**config.mk**
```make
export PLATFORM = sky130hd
export DESIGN_NAME = nco_phase_gen
export DESIGN_NICKNAME = d
export VERILOG_FILES = /design/src/rtl/nco_phase_gen.sv
export SDC_FILE = /design/constraint.sdc
export NUM_CORES = 1
export LEC_CHECK = 0
export CORE_ASPECT_RATIO = 0.6
export CORE_MARGIN = 5
export CORE_UTILIZATION = 55
export CTS_BUF_LIST = sky130_fd_sc_hd__clkbuf_16
export CTS_CLUSTER_DIAMETER = 40
export DETAILED_ROUTE_END_ITERATION = 16
export PLACE_DENSITY = 0.95
export SETUP_SLACK_MARGIN = 0.02
export SYNTH_ARGS = -nofsm -noshare
export SYNTH_HDL_FRONTEND = slang
export SYNTH_SLANG_ARGS = --single-unit
export TNS_END_PERCENT = 20
```
**constraint.sdc**
```tcl
create_clock -name clk -period 4.2 [get_ports clk]
set_clock_uncertainty 0.2 [all_clocks]
set_input_delay 0.84 -clock clk [delete_from_list [all_inputs] [get_ports clk]]
set_output_delay 0.84 -clock clk [all_outputs]
set_load 0.05 [all_outputs]
```
**src/rtl/nco_phase_gen.sv**
```systemverilog
// Burst phase generator feeding the cordic: emits theta_k = phase_off + k*fcw (mod 2^PHASE_W)
// over a valid/ready handshake, holding each sample stable through backpressure.
module nco_phase_gen #(
  parameter int unsigned PHASE_W = 16,
  parameter int unsigned CNT_W   = 16
) (
  input  logic               clk,
  input  logic               rstb,
  input  logic               start,
  input  logic               stop,
  input  logic [PHASE_W-1:0] fcw,
  input  logic [PHASE_W-1:0] phase_off,
  input  logic [CNT_W-1:0]   count,
  output logic [PHASE_W-1:0] theta,
  output logic               out_valid,
  input  logic               out_ready,
  output logic               busy,
  output logic               done
);

  typedef enum logic [1:0] {StIdle, StRun, StDone} state_e;

  state_e             state_q, state_d;
  logic [PHASE_W-1:0] theta_q, theta_d;
  logic [PHASE_W-1:0] fcw_q, fcw_d;
  logic [CNT_W-1:0]   remaining_q, remaining_d;
  logic               valid_q, valid_d;
  logic               busy_q, busy_d;
  logic               done_q, done_d;

  logic xfer;
  logic last_sample;

  assign xfer        = valid_q && out_ready;
  assign last_sample = (remaining_q == CNT_W'(1));

  // State and registered outputs; reset is synchronous and active-high.
  always_ff @(posedge clk) begin
    if (rstb) begin
      state_q     <= StIdle;
      theta_q     <= '0;
      fcw_q       <= '0;
      remaining_q <= '0;
      valid_q     <= 1'b0;
      busy_q      <= 1'b0;
      done_q      <= 1'b0;
    end else begin
      state_q     <= state_d;
      theta_q     <= theta_d;
      fcw_q       <= fcw_d;
      remaining_q <= remaining_d;
      valid_q     <= valid_d;
      busy_q      <= busy_d;
      done_q      <= done_d;
    end
  end

  always_comb begin
    state_d = state_q;
    unique case (state_q)
      StIdle: begin
        if (start) begin
          state_d = (count != '0) ? StRun : StDone;
        end
      end
      StRun: begin
        // Stop wins over completion: an aborted burst never reports done.
        if (stop) begin
          state_d = StIdle;
        end else if (xfer && last_sample) begin
          state_d = StDone;
        end
      end
      StDone: begin
        state_d = StIdle;
      end
      default: begin
        state_d = StIdle;
      end
    endcase
  end

  always_comb begin
    theta_d     = theta_q;
    fcw_d       = fcw_q;
    remaining_d = remaining_q;

    unique case (state_q)
      StIdle: begin
        if (start) begin
          fcw_d       = fcw;
          remaining_d = count;
          if (count != '0) begin
            theta_d = phase_off;
          end
        end
      end
      StRun: begin
        // A transfer coinciding with stop is still consumed.
        if (xfer) begin
          remaining_d = remaining_q - CNT_W'(1);
          if (!last_sample) begin
            theta_d = theta_q + fcw_q;
          end
        end
      end
      default: ;
    endcase

    valid_d = (state_d == StRun);
    busy_d  = (state_d != StIdle);
    done_d  = (state_d == StDone);
  end

  assign theta     = theta_q;
  assign out_valid = valid_q;
  assign busy      = busy_q;
  assign done      = done_q;

endmodule

```
==> reports/results.txt <==
The flow ran to the end, and the final reports show no timing, DRC or antenna violations. In this run switching power makes up 33.9% of total power. Number of maximum-capacitance violations: 0. Of the total synthesized cell area, the portion taken by XOR and XNOR cells is 1.62%. Detailed-route wire length: 9670 um.

TritonCTS built the clock tree. After detailed routing, no signal wire sits above met4. The worst slack at placement is 1.09 ns. Once the floorplan was initialized, standard cells occupied 57.5% of the core. In the final layout, the share of cells above drive strength 1 is 5.58%. Of the total synthesized cell area, the portion taken by AND, OR, NAND and NOR gates is 25.0%. For this design, the slowest cell found on the critical path is sky130_fd_sc_hd__clkdlybuf4s50_1. The logs give 2 for the deepest clock path buffer count and 55 for the largest net degree at the start of global routing. Ratio of final minimum period to clock period: 68.0%.

The internal portion of the total power is 936 uW. The post-synthesis instance area is 3250 um^2, and the number of enable-type register cells in the synthesized netlist is 0. After the first detailed-routing iteration, the DRC count stood at 361. The post-route worst hold slack is 0.267 ns. The clock network accounts for 27.6% of the total power. The final-layout setup total negative slack was 0 ns; the register clock-pin slew on the reported worst setup and hold paths was 0.07 ns. After clock tree synthesis, the flow added hold-fix buffers numbering 0.

The tools report the number of global-route vias before repair as 3251. For the post-route DRC violation count, the log shows 0. The dominant combinational cell family by area after synthesis is compound AO/OA/AOI/OAI gates.

Overflow left after global routing: 0. The setup path with the least slack is of type input pin to flip-flop. VDD sags by at most 208 uV. The site row count is 21. In the final routed layout, each cell accounts on average for 17.1 um. Source-to-sink clock delay at the later pin of the worst-skew pair: 0.29 ns. After the last flow step, the layout net total stands at 555. A synthesized cell averages 7.61 um^2. The port buffer count came out at 71. Summing the areas of all compound-gate instances in the mapped netlist gives 28.9% of the synthesized area. The most common flop cell mapped by yosys is sky130_fd_sc_hd__dfxtp_1. Setup violations remaining at the end of the flow were counted as 0.

The tools report the max-slew violation count as 0. Once detail routing completed, the nets flagged for antenna violations numbered 0. The worst setup path is launched from an input pin. The number of H-tree levels is 2, and the length of routed met2 wiring is 4120 um. The final critical-path required period was 2.86 ns; the static leakage power was 0.00152 uW. The net count of the mapped netlist came out at 498. The clock tree root buffer cell was sky130_fd_sc_hd__clkbuf_16.

The post-CTS resize count was 0. Signed area change from the synthesized netlist to the final layout: 26.7%. CTS saw 53 sinks. The multiplexer area fraction after synthesis is 0.616%, and the number of antenna violations at the first check in global routing is 0. Routability-driven placement finished with a final weighted congestion of 0.936. Antenna diode count: 0. In the synthesized netlist, the number of instances is 427. Wire segments on met3 add up to 1070 um in the final route. The tools report the TritonCTS buffer count as 5.

Global routing used 25.2% of the available tracks across all layers. The finished cells cover 4110 um^2. The logs give 32.7% for the post-synthesis sequential area ratio and 27.6% for the worst relative slew slack. The register-to-register setup slack was 1.42 ns; the data required time at the worst endpoint was 4.21 ns. After floorplanning, the core was sized to cover 5650 um^2. The tools report the sum of net half-perimeters after detailed placement as 6940 um. The adder-cell area share of the yosys netlist was 7.16%.

The logs give 1.34 ns for the final worst setup slack and 0 for the number of warning messages in the yosys log. The analysis attributes to net switching a power of 481 uW. The first detailed-routing pass ran for 6 iterations. Data on the critical path arrives at its endpoint at 2.86 ns. Using the TritonRoute via totals, the vias-per-cell ratio works out to 6.25. The width of the chip came out at 109 um. For this block, wires on met1 add up to 4260 um. STA classifies the critical path endpoint as a flip-flop. Buffers added to address setup during post-CTS repair amount to 0. The die covers 7590 um^2. The first global-routing pass estimated 15700 um of wire.

Static timing analysis puts the maximum clock frequency at 350 MHz. The number of I/O pins was 72. The synthesized netlist contains 57 unique library cells. For this run, asynchronously set or reset flops after synthesis account for 0%. In this run the vertical extent of the chip is 69.5 um. The tools report the total placed instance area as 3980 um^2. Setup repair after global routing left no endpoint under its margin. The tools report the portion of total power attributed to combinational logic as 31.1%. Sequential cells account for 41.3% of the total power.

Detailed routing inserted a total of 3524 vias. The tools report the final count of hold timing violations as 0. The classification of the worst-slack hold path is flip-flop to flip-flop. Of all nets on the critical path, the largest fanout is 22.

The slew at the pin with the worst max-slew slack was 1.09 ns; the number of synthesized register bits was 53. Power spread over the standard cell area amounts to 344 nW/um^2. Walking the worst path, the cells encountered are clkdlybuf4s50_1 -> nor4_1 -> nand4_1 -> and2_1 -> nand2b_4 -> and3_1 -> a211oi_2. The maximum cell stage delay along the critical path was 0.42 ns.
-- power groups by stage --
| stage | logic [uW] | registers, uW | clock network (uW) |
|---|---|---|---|
| floorplan | 236 | 639 | 0 |
| global placement | 414 | 590 | 0 |
| detailed placement | 428 | 594 | 0 |
| CTS | 432 | 583 | 390 |
| global route | 476 | 589 | 413 |
| finish | 441 | 585 | 390 |
-- kinds of logic (layout without fill, tap and decap cells) --
| group | after synthesis | in the layout |
|---|---|---|
| simple gates | 173 | 173 |
| compound gates | 143 | 143 |
| flops | 53 | 53 |
| buf+inv | 32 | 89 |
| fa+ha+maj | 18 | 18 |
| xor+xnor | 6 | 6 |
| mux | 2 | 2 |
-- sequential cells by signal (all words and copies together), names as in the netlist --
name,flops
remaining_q,16
fcw_q,16
theta,16
out_valid,1
state_q,2
busy,1
done,1
-- layout by cell type (no fill, tap or decap), types with 4 or more instances in the layout --
master / netlist / final
sky130_fd_sc_hd__a21o_1: 6 / 6
sky130_fd_sc_hd__o22ai_1: 7 / 7
sky130_fd_sc_hd__o21a_1: 5 / 5
sky130_fd_sc_hd__clkbuf_16: 0 / 5
sky130_fd_sc_hd__a211oi_1: 20 / 20
sky130_fd_sc_hd__dfxtp_1: 53 / 53
sky130_fd_sc_hd__nor2_1: 44 / 44
sky130_fd_sc_hd__nor3_1: 14 / 14
sky130_fd_sc_hd__a21oi_1: 50 / 50
sky130_fd_sc_hd__nand3_1: 15 / 15
sky130_fd_sc_hd__buf_4: 0 / 4
sky130_fd_sc_hd__inv_1: 7 / 8
sky130_fd_sc_hd__nor4_1: 9 / 9
sky130_fd_sc_hd__o211ai_1: 6 / 6
sky130_fd_sc_hd__xnor2_1: 5 / 5
sky130_fd_sc_hd__clkdlybuf4s50_1: 0 / 70
sky130_fd_sc_hd__nand2_1: 67 / 67
sky130_fd_sc_hd__o21ai_0: 23 / 23
sky130_fd_sc_hd__ha_1: 17 / 17
-- synthesized netlist by cell type, types with 3 or more instances --
| cell | count | share of area (%) |
|---|---|---|
| sky130_fd_sc_hd__nand2_1 | 67 | 7.7 |
| sky130_fd_sc_hd__dfxtp_1 | 53 | 33 |
| sky130_fd_sc_hd__a21oi_1 | 50 | 7.7 |
| sky130_fd_sc_hd__nor2_1 | 44 | 5.1 |
| sky130_fd_sc_hd__o21ai_0 | 23 | 3.5 |
| sky130_fd_sc_hd__a211oi_1 | 20 | 4.6 |
| sky130_fd_sc_hd__clkbuf_1 | 19 | 2.2 |
| sky130_fd_sc_hd__ha_1 | 17 | 6.5 |
| sky130_fd_sc_hd__nand3_1 | 15 | 2.3 |
| sky130_fd_sc_hd__nor3_1 | 14 | 2.2 |
| sky130_fd_sc_hd__nor4_1 | 9 | 1.7 |
| sky130_fd_sc_hd__inv_1 | 7 | 0.81 |
| sky130_fd_sc_hd__o22ai_1 | 7 | 1.3 |
| sky130_fd_sc_hd__a21o_1 | 6 | 1.4 |
| sky130_fd_sc_hd__o211ai_1 | 6 | 1.4 |
| sky130_fd_sc_hd__o21a_1 | 5 | 1.2 |
| sky130_fd_sc_hd__xnor2_1 | 5 | 1.3 |
| sky130_fd_sc_hd__a311oi_2 | 3 | 1.4 |
| sky130_fd_sc_hd__buf_2 | 3 | 0.46 |
| sky130_fd_sc_hd__nand4_1 | 3 | 0.58 |
| sky130_fd_sc_hd__or3_1 | 3 | 0.58 |
-- final timing paths --
| check | end | start | depth (start not counted) |
|---|---|---|---|
| setup / recovery | theta[15] | count[11] | 7 |
| hold / removal | fcw_q[5] | fcw_q[5] | 2 |
| setup reg to reg | theta[10] | theta[0] | 8 |
| hold reg to reg | fcw_q[5] | fcw_q[5] | 2 |
-- metal layers --
metal  global-route usage, %  vias to the layer above
met5                       0                        -
met4                    7.47                        0
met3                    8.09                       31
met2                    36.3                      224
met1                    35.6                     1599
li1                        -                     1670
-- through the flow --
step / total power (uW) / utilization [%] / cells
3_5_place_dp: 1020 / 70.5 / 557
2_1_floorplan: 875 / - / 427
6_report: 1420 / 72.8 / 564
3_3_place_gp: 1000 / 70.5 / 557
4_1_cts: 1410 / 72.8 / 564
5_1_grt: 1480 / 72.8 / 564
-- worst max-delay path, delay by kind of cell --
kind / cells / cell delay (ns)
and+or+nand+nor: 5 / 1.38
buffers and inverters: 1 / 0.42
AOI/OAI and AO/OA: 1 / 0.21
-- cell type report --
type,count,area [um^2]
flip-flops and latches,53,1060
repair buffers,75,736
clock buffers,5,125
multi-input cells,342,2060
inverters,7,26.3
clock inverters,2,7.51
well taps,80,100
fillers,433,1540
(Power assumes the default switching activity.)
